<file path="config.mk">
export PLATFORM = sky130hd
export DESIGN_NAME = wb_commit_stage_flat
export DESIGN_NICKNAME = d
export VERILOG_FILES = /design/src/rtl/wb_commit_stage_if.sv /design/src/rtl/wb_commit_stage.sv /design/src/flat_wrapper.sv
export SDC_FILE = /design/constraint.sdc
export NUM_CORES = 1
export LEC_CHECK = 0
export ABC_CLOCK_PERIOD_IN_PS = 6600
export CORE_AREA = 2 2 160 162
export DETAILED_ROUTE_END_ITERATION = 10
export DIE_AREA = 0 0 162 164
export GPL_TIMING_DRIVEN = 0
export PLACE_DENSITY = 0.64
export SYNTH_ARGS = -nofsm -noshare
export SYNTH_HDL_FRONTEND = slang
export SYNTH_SLANG_ARGS = --single-unit
</file>
<file path="constraint.sdc">
create_clock -name clk -period 6.6 [get_ports clk]
set_input_delay 0.99 -clock clk [delete_from_list [all_inputs] [get_ports clk]]
set_output_delay 0.99 -clock clk [all_outputs]
set_load 0.02 [all_outputs]
</file>
<file path="src/rtl/wb_commit_stage_if.sv">
// Handshake bundle between execute, the writeback commit stage and the register file write port.
// The stage connects through the slave modport; the execute/register-file side uses master.
interface wb_commit_stage_if #(
  parameter int NUM_SRC        = 11,
  parameter int DATA_WIDTH     = 32,
  parameter int REG_ADDR_WIDTH = 5
);
  // Both sides use strict valid/ready: a beat transfers on a rising edge where valid and ready
  // are both high; once raised, valid and its payload hold until that edge; ready may change freely.
  logic                            in_valid;
  logic                            in_ready;
  logic [NUM_SRC-1:0]              in_sel;
  logic [NUM_SRC*DATA_WIDTH-1:0]   in_data;
  logic [REG_ADDR_WIDTH-1:0]       in_rd;

  logic                            out_valid;
  logic                            out_ready;
  logic                            out_we;
  logic [REG_ADDR_WIDTH-1:0]       out_rd;
  logic [DATA_WIDTH-1:0]           out_data;

  logic                            sel_error;

  modport slave (
    input  in_valid, in_sel, in_data, in_rd, out_ready,
    output in_ready, out_valid, out_we, out_rd, out_data, sel_error
  );

  modport master (
    output in_valid, in_sel, in_data, in_rd, out_ready,
    input  in_ready, out_valid, out_we, out_rd, out_data, sel_error
  );
endinterface

</file>
<file path="src/rtl/wb_commit_stage.sv">
// Registered writeback commit stage: resolves the write enable and value from a one-hot select, then
// holds them in a 2-entry skid buffer. Optional macro WB_BYPASS_EN adds a forwarding lookup port.
module wb_commit_stage #(
  parameter int                 NUM_SRC        = 11,
  parameter int                 DATA_WIDTH     = 32,
  parameter int                 REG_ADDR_WIDTH = 5,
  parameter logic [NUM_SRC-1:0] WRITE_MASK     = 11'b00001111111
) (
  input  logic                      clk,
  input  logic                      reset_n,
  wb_commit_stage_if.slave          bus,
`ifdef WB_BYPASS_EN
  input  logic [REG_ADDR_WIDTH-1:0] byp_rs,
  output logic                      byp_hit,
  output logic [DATA_WIDTH-1:0]     byp_data,
`endif
  output logic [1:0]                state_dbg
);

  typedef enum logic [1:0] {
    EMPTY = 2'd0,
    ONE   = 2'd1,
    FULL  = 2'd2
  } state_t;

  localparam logic [NUM_SRC-1:0] SEL_LSB = {{(NUM_SRC-1){1'b0}}, 1'b1};

  state_t                    state;
  logic                      main_we;
  logic [REG_ADDR_WIDTH-1:0] main_rd;
  logic [DATA_WIDTH-1:0]     main_data;
  logic                      skid_we;
  logic [REG_ADDR_WIDTH-1:0] skid_rd;
  logic [DATA_WIDTH-1:0]     skid_data;
  logic                      sel_error_q;

  logic                      sel_onehot;
  logic                      res_we;
  logic [DATA_WIDTH-1:0]     res_data;
  logic                      push;
  logic                      pop;

  // An invalid select commits a harmless no-write entry rather than being dropped, so ordering holds.
  always_comb begin
    sel_onehot = (bus.in_sel != '0) && ((bus.in_sel & (bus.in_sel - SEL_LSB)) == '0);
    res_data   = '0;
    for (int i = 0; i < NUM_SRC; i++) begin
      res_data = res_data | (bus.in_data[i*DATA_WIDTH +: DATA_WIDTH] & {DATA_WIDTH{bus.in_sel[i]}});
    end
    if (!sel_onehot) begin
      res_data = '0;
    end
    res_we = sel_onehot && (|(bus.in_sel & WRITE_MASK)) && (bus.in_rd != '0);
  end

  assign bus.in_ready  = (state != FULL);
  assign bus.out_valid = (state != EMPTY);
  assign push          = bus.in_valid & bus.in_ready;
  assign pop           = bus.out_valid & bus.out_ready;

  always_ff @(posedge clk) begin
    if (!reset_n) begin
      state       <= EMPTY;
      main_we     <= 1'b0;
      main_rd     <= '0;
      main_data   <= '0;
      skid_we     <= 1'b0;
      skid_rd     <= '0;
      skid_data   <= '0;
      sel_error_q <= 1'b0;
    end else begin
      sel_error_q <= push & ~sel_onehot;
      case (state)
        EMPTY: begin
          if (push) begin
            main_we   <= res_we;
            main_rd   <= bus.in_rd;
            main_data <= res_data;
            state     <= ONE;
          end
        end
        ONE: begin
          if (push && !pop) begin
            skid_we   <= res_we;
            skid_rd   <= bus.in_rd;
            skid_data <= res_data;
            state     <= FULL;
          end else if (push && pop) begin
            main_we   <= res_we;
            main_rd   <= bus.in_rd;
            main_data <= res_data;
          end else if (pop) begin
            state <= EMPTY;
          end
        end
        FULL: begin
          if (pop) begin
            main_we   <= skid_we;
            main_rd   <= skid_rd;
            main_data <= skid_data;
            state     <= ONE;
          end
        end
        default: state <= EMPTY;
      endcase
    end
  end

  // Head fields are forced to zero while empty so a stale main register never leaks out.
  assign bus.out_we    = bus.out_valid & main_we;
  assign bus.out_rd    = bus.out_valid ? main_rd : '0;
  assign bus.out_data  = bus.out_valid ? main_data : '0;
  assign bus.sel_error = sel_error_q;
  assign state_dbg     = state;

`ifdef WB_BYPASS_EN
  logic main_match;
  logic skid_match;

  // The skid entry is younger, so it takes priority when both entries target the same register.
  always_comb begin
    main_match = (state != EMPTY) && main_we && (main_rd == byp_rs) && (byp_rs != '0);
    skid_match = (state == FULL) && skid_we && (skid_rd == byp_rs) && (byp_rs != '0);
    byp_hit    = main_match | skid_match;
    byp_data   = '0;
    if (skid_match) begin
      byp_data = skid_data;
    end else if (main_match) begin
      byp_data = main_data;
    end
  end
`endif

endmodule
</file>
<file path="src/flat_wrapper.sv">
// flat-port wrapper written by rule: the top's interface ports become plain ports
module wb_commit_stage_flat 
#(
  parameter int                 NUM_SRC        = 11,
  parameter int                 DATA_WIDTH     = 32,
  parameter int                 REG_ADDR_WIDTH = 5,
  parameter logic [NUM_SRC-1:0] WRITE_MASK     = 11'b00001111111
)
  (clk, reset_n, state_dbg, bus_in_valid, bus_in_sel, bus_in_data, bus_in_rd, bus_out_ready, bus_in_ready, bus_out_valid, bus_out_we, bus_out_rd, bus_out_data, bus_sel_error);
  wb_commit_stage_if #(.NUM_SRC(NUM_SRC), .DATA_WIDTH(DATA_WIDTH), .REG_ADDR_WIDTH(REG_ADDR_WIDTH)) bus_i ();
  input  logic clk;
  input  logic reset_n;
  output logic [1:0] state_dbg;
  input wire logic [$bits(bus_i.in_valid)-1:0] bus_in_valid;
  input wire logic [$bits(bus_i.in_sel)-1:0] bus_in_sel;
  input wire logic [$bits(bus_i.in_data)-1:0] bus_in_data;
  input wire logic [$bits(bus_i.in_rd)-1:0] bus_in_rd;
  input wire logic [$bits(bus_i.out_ready)-1:0] bus_out_ready;
  output wire logic [$bits(bus_i.in_ready)-1:0] bus_in_ready;
  output wire logic [$bits(bus_i.out_valid)-1:0] bus_out_valid;
  output wire logic [$bits(bus_i.out_we)-1:0] bus_out_we;
  output wire logic [$bits(bus_i.out_rd)-1:0] bus_out_rd;
  output wire logic [$bits(bus_i.out_data)-1:0] bus_out_data;
  output wire logic [$bits(bus_i.sel_error)-1:0] bus_sel_error;
  assign bus_i.in_valid = bus_in_valid;
  assign bus_i.in_sel = bus_in_sel;
  assign bus_i.in_data = bus_in_data;
  assign bus_i.in_rd = bus_in_rd;
  assign bus_i.out_ready = bus_out_ready;
  assign bus_in_ready = bus_i.in_ready;
  assign bus_out_valid = bus_i.out_valid;
  assign bus_out_we = bus_i.out_we;
  assign bus_out_rd = bus_i.out_rd;
  assign bus_out_data = bus_i.out_data;
  assign bus_sel_error = bus_i.sel_error;
  wb_commit_stage #(.NUM_SRC(NUM_SRC), .DATA_WIDTH(DATA_WIDTH), .REG_ADDR_WIDTH(REG_ADDR_WIDTH), .WRITE_MASK(WRITE_MASK)) u_core (.clk(clk), .reset_n(reset_n), .bus(bus_i), .state_dbg(state_dbg));
endmodule
</file>
After elaboration in Yosys (flattened, before gate mapping):

Cells that the tools add are included.

* bits in registers: 79
* output and inout port bits: 43

* add/sub/neg operators: 1
* equal/unequal tests: 9
* multiplexer cells: 24
* bitwise gates (word level): 27
* reduce and logical (&&, ||, !) cells: 16

Operator list (count)
* 32-bit bitwise AND: 11
* 32-bit OR: 10
* 32-bit 2-to-1 mux: 6
* 32-bit one-hot mux with 3 select lines: 1
* 5-bit 2-to-1 mux: 5
* 5-bit one-hot mux with 3 select lines: 1
* 11-bit bitwise AND: 1
* 11-bit zero test: 1
* 11-bit nonzero test: 1
* 11-bit by 1-bit subtractor with 11-bit output (second input constant): 1
* 2-bit 2-to-1 mux: 5
* 7-bit OR reduction: 1
* 2-bit by 1-bit inequality test with 1-bit output (second input constant): 3
* 2-bit one-hot mux with 3 select lines: 1
* 1-bit logical AND: 5
* 5-bit AND reduction: 1
* 5-bit nonzero test: 1
* 1-bit bitwise AND: 4
* 1-bit 2-to-1 mux: 4
* 2-bit inequality test (second input constant): 2
* 4-bit AND reduction: 1
* 3-bit by 1-bit inequality test with 1-bit output (second input constant): 1
* 3-bit by 2-bit inequality test with 1-bit output (second input constant): 1
* 1-bit one-hot mux with 3 select lines: 1
* 8 further kinds: 8

Depth between registers and ports, before layout:

Gate-level depths: netlist (run 1).

* word-level depth: 15
* mapped depth: 7
* mapped depth without buffers: 5

Worst setup path after synthesis (run 1):

OpenSTA, ideal clock, no wires.

* path kind: input to register
* start point: input port bus_in_sel[4]
* end point: register u_core.main_we
* setup time: 0.092 ns
* data arrival time: 2.845 ns
* data required time: 6.508 ns
* path slack: 3.663 ns
* stages on the path: 6
* path buffers: 1
* cell sequence: buf_2 -> or4_4 -> or4_1 -> nand3_2 -> or4b_1 -> o32ai_1

* word-level cells in the longest chain between the ends: 9
* elaborated cells on any way between the ends: 12
* classes of those cells: add/sub (1); mux (4); bitwise (1); reduce/logical (6)

RTL lines
* start, declared: line flat_wrapper.sv:15 `input wire logic [$bits(bus_i.in_sel)-1:0] bus_in_sel;`
* 11-bit by 1-bit subtractor with 11-bit output: line wb_commit_stage.sv:45 `sel_onehot = (bus.in_sel != '0) && ((bus.in_sel & (bus.in_sel - SEL_LSB)) == '0);`
* 11-bit bitwise AND: line wb_commit_stage.sv:45
* 11-bit zero test: line wb_commit_stage.sv:45
* 1-bit logical AND: line wb_commit_stage.sv:45
* 1-bit logical AND * (2 in a row): line wb_commit_stage.sv:53 `res_we = sel_onehot && (|(bus.in_sel & WRITE_MASK)) && (bus.in_rd != '0);`
* 1-bit 2-to-1 mux: line wb_commit_stage.sv:88 `end else if (push && pop) begin`
* 1-bit 2-to-1 mux: line wb_commit_stage.sv:83 `if (push && !pop) begin`
* 1-bit one-hot mux with 3 select lines *: line wb_commit_stage.sv:73 `case (state)`
* end signal, assigned: line wb_commit_stage.sv:76 `main_we <= res_we;`
* end signal, assigned: line wb_commit_stage.sv:89 `main_we <= res_we;`
* end signal, assigned: line wb_commit_stage.sv:98 `main_we <= skid_we;`
* end, declared: line wb_commit_stage.sv:29 `logic main_we;`

Every way passes the cells marked *; elsewhere a longest branch is shown, timed or not. The select of a mux whose other input is x is not followed.
A chain may end at the register's enable or synchronous reset.

Worst setup path after layout (run 1):

* start point: register u_core.state[1] (netlist: u_core.state_dbg[1])
* end point: output port bus_in_ready

* word-level cells in the longest chain between the ends: 1

RTL lines
* start, declared: line wb_commit_stage.sv:28 `state_t state;`
* start signal, assigned: line wb_commit_stage.sv:63 `state <= EMPTY;`
* start signal, assigned: line wb_commit_stage.sv:79 `state <= ONE;`
* start signal, assigned: line wb_commit_stage.sv:87 `state <= FULL;`
* 2-bit inequality test: line wb_commit_stage.sv:56 `assign bus.in_ready = (state != FULL);`
* end, declared: line flat_wrapper.sv:19 `output wire logic [$bits(bus_i.in_ready)-1:0] bus_in_ready;`

No other way between the ends.

==> impl_metrics.csv, run 1 <==
group,metric,value,unit
detailed_routing,num_vias,7729,
setup_path,crit_path_max_incr_delay,0.58,ns
pwr,clock_power_share,0.349,
detailed_routing,wl_per_cell,26.1,um
layout,syn_to_final_growth,90.1,%
grt,grt_overflow,0,
timing,max_freq,258,MHz
yosys,synth_top_flop_cell,"dfxtp_1",
clock_network,htreeDepth,3,
setup_path,worst_path_max_delay_cell,"clkdlybuf4s50_1",
timing,finClkSkew,0.00644,ns
floorplanning,die_x,162,um
setup_path,crit_top_cell,"clkbuf_1",
pwr,netSwitchingFraction,0.274,
setup_path,cp.required,5.61,ns
clock_network,clock_path_buffers,2,
yosys,yosys-top-cells-count,"dfxtp_1, clkbuf_1, a22o_1, and3_1, a221oi_1",
pwr,powerDensity,146,mW/mm^2
layout,final_area,0.0101,mm^2
timing,timing_hold_violations_final,0,
pwr,seqPwrFrac,0.331,
clock_network,post-cts-setup-buffers,0,
timing,finalSetupTns,0,ns
yosys,yosys_register_bits,79,
yosys,yosysMostFrequentCell,"dfxtp_1",
timing,finalCritPeriodShare,0.588,
layout,seq_area,0.00158,mm^2
detailed_routing,drcViolationCount,0,
yosys,synth_edf_count,0,
grt,grt_usage,0.266,
detailed_routing,wl,37000,um
min_path,hold_path.class,"flip-flop to flip-flop",
pwr,switchingPower,0.000402,W
timing,finalSetupViolCount,0,
clock_network,cts_tree,"done",
detailed_routing,drtIter0Drc,723,
floorplanning,die_y,164,um
yosys,synthesis.area,0.00530,mm^2
floorplanning,die_area,0.0266,mm^2
clock_network,cts_hold_buf,0,
run_status,outcome,"completed",
grt,grt_max_degree,14,
setup_path,crit_fanout,10,
clock_network,clock_sinks,79,
clock_network,worstSkewPairLatency,0.34,ns
yosys,yosysTopAreaCell,"dfxtp_1",
yosys,synth_area_per_cell,8.05,um^2
grt,globalRouteMet2Util,0.451,
yosys,ys_top_cells_by_area,"dfxtp_1, a22o_1, a221oi_1, and3_1, a222oi_1",
clock_network,cts_buffers,9,
yosys,synth_seq_area_share,0.298,
place,placed_cell_area,0.00974,mm^2
setup_path,cp_num_buf_inv,4,
clock_network,cts-root-buf,"clkbuf_16",
setup_path,crit_arrival,2.89,ns
floorplanning,core,0.0248,mm^2
grt,grt_pass1_vias,7591,
place,gp_congestion,0.972,
grt,busiest_layer,"met2",
flow_run,cap_violations,0,
grt,antenna_found_initial,20,
place,io_buffers,402,
grt,grt_pass1_wl,51300,um
clock_network,clkTransAtPathRegs,0.06,ns
setup_path,path_cells,"nor2b_1 > clkbuf_1 > clkbuf_1 > inv_1 > clkdlybuf4s50_1",
clock_network,post_cts_resized,0,
yosys,synth_cells,659,
yosys,synth.distinct_cells,34,
floorplanning,ioPinCount,415,
detailed_routing,drt_pass1_iterations,6,
pwr,internal_power,0.00107,W
pwr,p_leak,3.69,nW
timing,max-slew-margin-rel,0.376,
layout,multi_input_area,0.00340,mm^2
detailed_routing,avgViaCountPerCell,5.45,
grt,use_met1,0.325,
pwr,max-vdd-ir-drop,0.000116,V
yosys,synthesis.nets,1031,
detailed_routing,antenna_left,0,
timing,drv_slew,0,
layout,fill_cells,2573,
grt,met3_usage,0.0785,
layout,nets,1444,
yosys,async_flop_share,0,
floorplanning,num_rows,58,
pwr,p_comb_frac,0.320,
setup_path,criticalPathCategory,"flip-flop to output pin",
place,dp_hpwl,30800,um
setup_path,startpoint_type,"flip-flop",
timing,layout_min_cycle_time,3.88,ns
setup_path,crit_family,"buffers and inverters",
floorplanning,start_util,0.214,
setup_path,crit_path_end_kind,"output pin",
layout,drive_above_1_share,0.0176,
timing,rsz0062_at_grt,"false",
timing,worst_slew_pin_slew,0.937,ns
yosys,yosysTopAreaCellShare,0.298,
yosys,yosys_warnings,0,
stage by stage:
step	utilization	worst slack (ns)	instances	power [W]	hold WS, ns
5_1_grt	0.406	2.57	1415	0.00151	0.465
2_1_floorplan	-	3.66	659	0.000650	0.417
3_3_place_gp	0.392	2.95	1391	0.000956	0.426
4_1_cts	0.405	2.76	1407	0.00147	0.447
6_report	0.406	2.72	1419	0.00147	0.444
3_5_place_dp	0.392	2.97	1391	0.000959	0.434
cell usage in the layout (no fill, tap or decap), types with 3 or more instances in the layout:
cell type	instances
clkdlybuf4s50_1	402
dfxtp_1	79
clkbuf_1	76
a22o_1	64
and3_1	64
a221oi_1	63
nor2_1	48
nor2b_1	39
nand2_1	39
o21ai_0	37
a21oi_1	36
o32ai_1	33
a222oi_1	31
diode_2	12
mux2i_1	12
a211oi_1	9
clkbuf_16	9
inv_1	4
nand3_1	3
worst min-delay path, stage by stage (launching register included):
cell and delay (ns):
dfxtp_1 0.32, nand2_1 0.04, o21ai_0 0.05
worst paths after layout:
check | startpoint | end | slack (ns) | cells after the start
setup reg to reg | u_core.state_dbg[1] | u_core.main_rd[3] | 3.91 | 7
hold / removal | u_core.skid_data[12] | u_core.skid_data[12] | 0.44 | 2
hold reg to reg | u_core.skid_data[12] | u_core.skid_data[12] | 0.44 | 2
setup / recovery | u_core.state_dbg[1] | bus_in_ready | 2.72 | 5
per-layer routing:
metal  share of wire  routed length [um]
met1            0.41               15000
met2            0.48               17800
met3           0.087                3230
met4           0.023                 866
met5          0.0024                  89
state kept, by name, indices dropped and copies added, names as in the netlist:
signal	cells
u_core.skid_we	1
u_core.main_we	1
u_core.skid_data	32
u_core.main_rd	5
u_core.state_dbg	2
u_core.main_data	32
u_core.skid_rd	5
u_core.bus.sel_error	1
power groups by stage:
stage | clock, W | sequential (W) | combinational [W]
3_5_place_dp | 0 | 0.000496 | 0.000463
2_1_floorplan | 0 | 0.000497 | 0.000153
5_1_grt | 0.000533 | 0.000486 | 0.000495
3_3_place_gp | 0 | 0.000496 | 0.000460
4_1_cts | 0.000515 | 0.000486 | 0.000465
6_report | 0.000512 | 0.000486 | 0.000470
area by class of cell:
class | instances | area share
plain buffers | 79 | 0.0303
repair buffers | 402 | 0.399
clock inverters | 4 | 0.00534
flip-flops and latches | 79 | 0.157
clock buffers | 12 | 0.0254
multi-input cells | 497 | 0.337
inverters | 4 | 0.00149
diodes | 12 | 0.00298
well taps | 330 | 0.0410
kinds of logic (layout without fill, tap and decap cells):
kind of cell,after synthesis,in the layout,share of synthesized area
AO/OA/AOI/OAI,277,277,0.411
AND/OR/NAND/NOR,206,206,0.205
buffers and inverters,83,501,0.0604
flip-flops,79,79,0.298
multiplexers,12,12,0.0226
adder cells (fa/ha/maj),1,1,0.00189
XOR/XNOR,1,1,0.00165
other,0,12,0
Power figures use the tool's default switching activity.
==> inputs of run 2 (changes only) <==
ABC_CLOCK_PERIOD_IN_PS = 3650   (was 6600)
CORE_AREA = 2 2 162 164   (was 2 2 160 162)
DIE_AREA = 0 0 164 166   (was 0 0 162 164)
PLACE_DENSITY = 0.63   (was 0.64)
clock period = 3.65 ns   (was 6.6 ns; I/O delays follow)
==> run 2 against run 1 <==
  * Global-route usage grew 0.10 points
  * Clock-buffer cell count shrank 2
  * Non-clock buffer count is the same
  * Setup slack lost 2.4 ns
  * Clock skew grew 0.0039 ns
  * Via count shrank 2.0%
  * Register-to-register slack lost 2.9 ns
  * Cell count grew 0.21%
  * Total power grew 90%
  * Critical path type unchanged
  * Largest power group unchanged
==> impl_metrics.csv, run 2 (same netlist as run 1, synthesis figures left out) <==
group,metric,value,unit
run_status,outcome,"completed",
flow_run,cap_violations,0,
place,io_buffers,402,
grt,grt_usage,0.267,
layout,largest_registers,"u_core.main_data: 32 flops, u_core.skid_data: 32 flops",
detailed_routing,drcViolationCount,0,
timing,worst_slew_pin_slew,0.932,ns
clock_network,cts_tree,"done",
timing,drv_slew,0,
clock_network,cts-root-buf,"clkbuf_16",
setup_path,startpoint_type,"flip-flop",
clock_network,clkTransAtPathRegs,0.07,ns
floorplanning,core,0.0256,mm^2
timing,max_freq,298,MHz
place,dp_hpwl,31300,um
grt,grt_max_degree,15,
timing,max-slew-margin-rel,0.379,
grt,grt_overflow,0,
layout,final_area,0.0101,mm^2
floorplanning,die_y,166,um
setup_path,cp.required,3.10,ns
setup_path,path_cells,"nor2b_1 > clkbuf_1 > clkbuf_1 > inv_1 > clkdlybuf4s50_1",
layout,layout_commonest_cell,"clkdlybuf4s50_1",
layout,nets,1444,
detailed_routing,wl_per_cell,26.4,um
setup_path,crit_top_cell,"clkbuf_1",
setup_path,crit_fanout,10,
pwr,total_power,0.00279,W
place,gp_congestion,0.937,
floorplanning,die_area,0.0272,mm^2
clock_network,post-cts-setup-buffers,0,
detailed_routing,antenna_left,0,
clock_network,cts_hold_buf,0,
setup_path,crit_path_max_incr_delay,0.57,ns
setup_path,ff2ff_setup_slack,1.04,ns
floorplanning,start_util,0.207,
clock_network,clock_path_buffers,2,
floorplanning,ioPinCount,415,
pwr,p_leak,3.71,nW
timing,finClkSkew,0.0104,ns
clock_network,clock_sinks,79,
timing,layout_min_cycle_time,3.35,ns
setup_path,crit_path_end_kind,"output pin",
clock_network,post_cts_resized,0,
layout,drive_above_1_share,0.0186,
pwr,powerDensity,276,mW/mm^2
layout,syn_to_final_growth,90.9,%
clock_network,cts_buffers,9,
detailed_routing,num_vias,7578,
setup_path,criticalPathCategory,"flip-flop to output pin",
detailed_routing,wl,37500,um
detailed_routing,avgViaCountPerCell,5.33,
grt,antenna_found_initial,19,
timing,finalSetupTns,0,ns
clock_network,worstSkewPairLatency,0.34,ns
floorplanning,die_x,164,um
timing,finalCritPeriodShare,0.919,
setup_path,crit_arrival,2.81,ns
detailed_routing,drt_pass1_iterations,8,
layout,final_cell_mix,"clkdlybuf4s50_1, dfxtp_1, clkbuf_1, a22o_1, and3_1",
grt,grt_pass1_vias,7657,
floorplanning,num_rows,59,
timing,timing_hold_violations_final,0,
grt,grt_pass1_wl,52400,um
timing,rsz0062_at_grt,"false",
min_path,hold_path.class,"flip-flop to flip-flop",
detailed_routing,drtIter0Drc,791,
timing,finalSetupViolCount,0,
clock_network,htreeDepth,3,
pwr,max-vdd-ir-drop,0.000172,V
place,placed_cell_area,0.00975,mm^2
setup_path,worst_path_max_delay_cell,"clkdlybuf4s50_1",
-- run 2: changes by cell type in the layout (fill, tap and decap cells not counted), sizes merged --
cell      delta
clkbuf       -2
diode        -2
bufinv       +2
inv          +1
clkinvlp     -1
-- run 2: routing by layer --
| layer | part of all wire | global-route usage | vias up |
|---|---|---|---|
| li1 | - | - | 3492 |
| met1 | 0.40 | 0.319 | 3635 |
| met2 | 0.49 | 0.458 | 367 |
| met3 | 0.081 | 0.0762 | 68 |
| met4 | 0.028 | 0.0870 | 16 |
| met5 | 0.0028 | 0 | - |
-- run 2: worst max-delay path: cells and delay by family, from the launching register on --
kind                   cells  cell delay [ns]
buffers and inverters      4             1.59
DFF                        1             0.47
and+or+nand+nor            1             0.39
-- run 2: layout make-up --
type                    instances  area, um^2
fillers                      2670       15500
diodes                         10        25.0
clock inverters                 6         115
flip-flops and latches         79        1580
well taps                     335         419
plain buffers                  79         305
repair buffers                402        4020
clock buffers                  10         239
inverters                       4        15.0
multi-input cells             497        3400
-- run 2: final timing paths --
kind                          end                 start  depth (start not counted)
min          u_core.skid_data[11]  u_core.skid_data[11]                          2
min reg2reg  u_core.skid_data[11]  u_core.skid_data[11]                          2
max                  bus_in_ready   u_core.state_dbg[1]                          5
max reg2reg     u_core.main_rd[4]   u_core.state_dbg[1]                          7
-- run 2: stage by stage --
| step | hold WS (ns) | util | worst slack (ns) | cells |
|---|---|---|---|---|
| 2_1_floorplan | 0.417 | - | 1.16 | 659 |
| 3_3_place_gp | 0.425 | 0.381 | 0.532 | 1396 |
| 3_5_place_dp | 0.434 | 0.381 | 0.515 | 1396 |
| 4_1_cts | 0.447 | 0.394 | 0.275 | 1412 |
| 5_1_grt | 0.467 | 0.395 | 0.101 | 1419 |
| 6_report | 0.443 | 0.395 | 0.297 | 1422 |
-- run 2: power by group --
part / switching (W) / internal (W)
clock: 0.000374 / 0.000690
sequential: 0.00000651 / 0.000872
combinational: 0.000363 / 0.000486
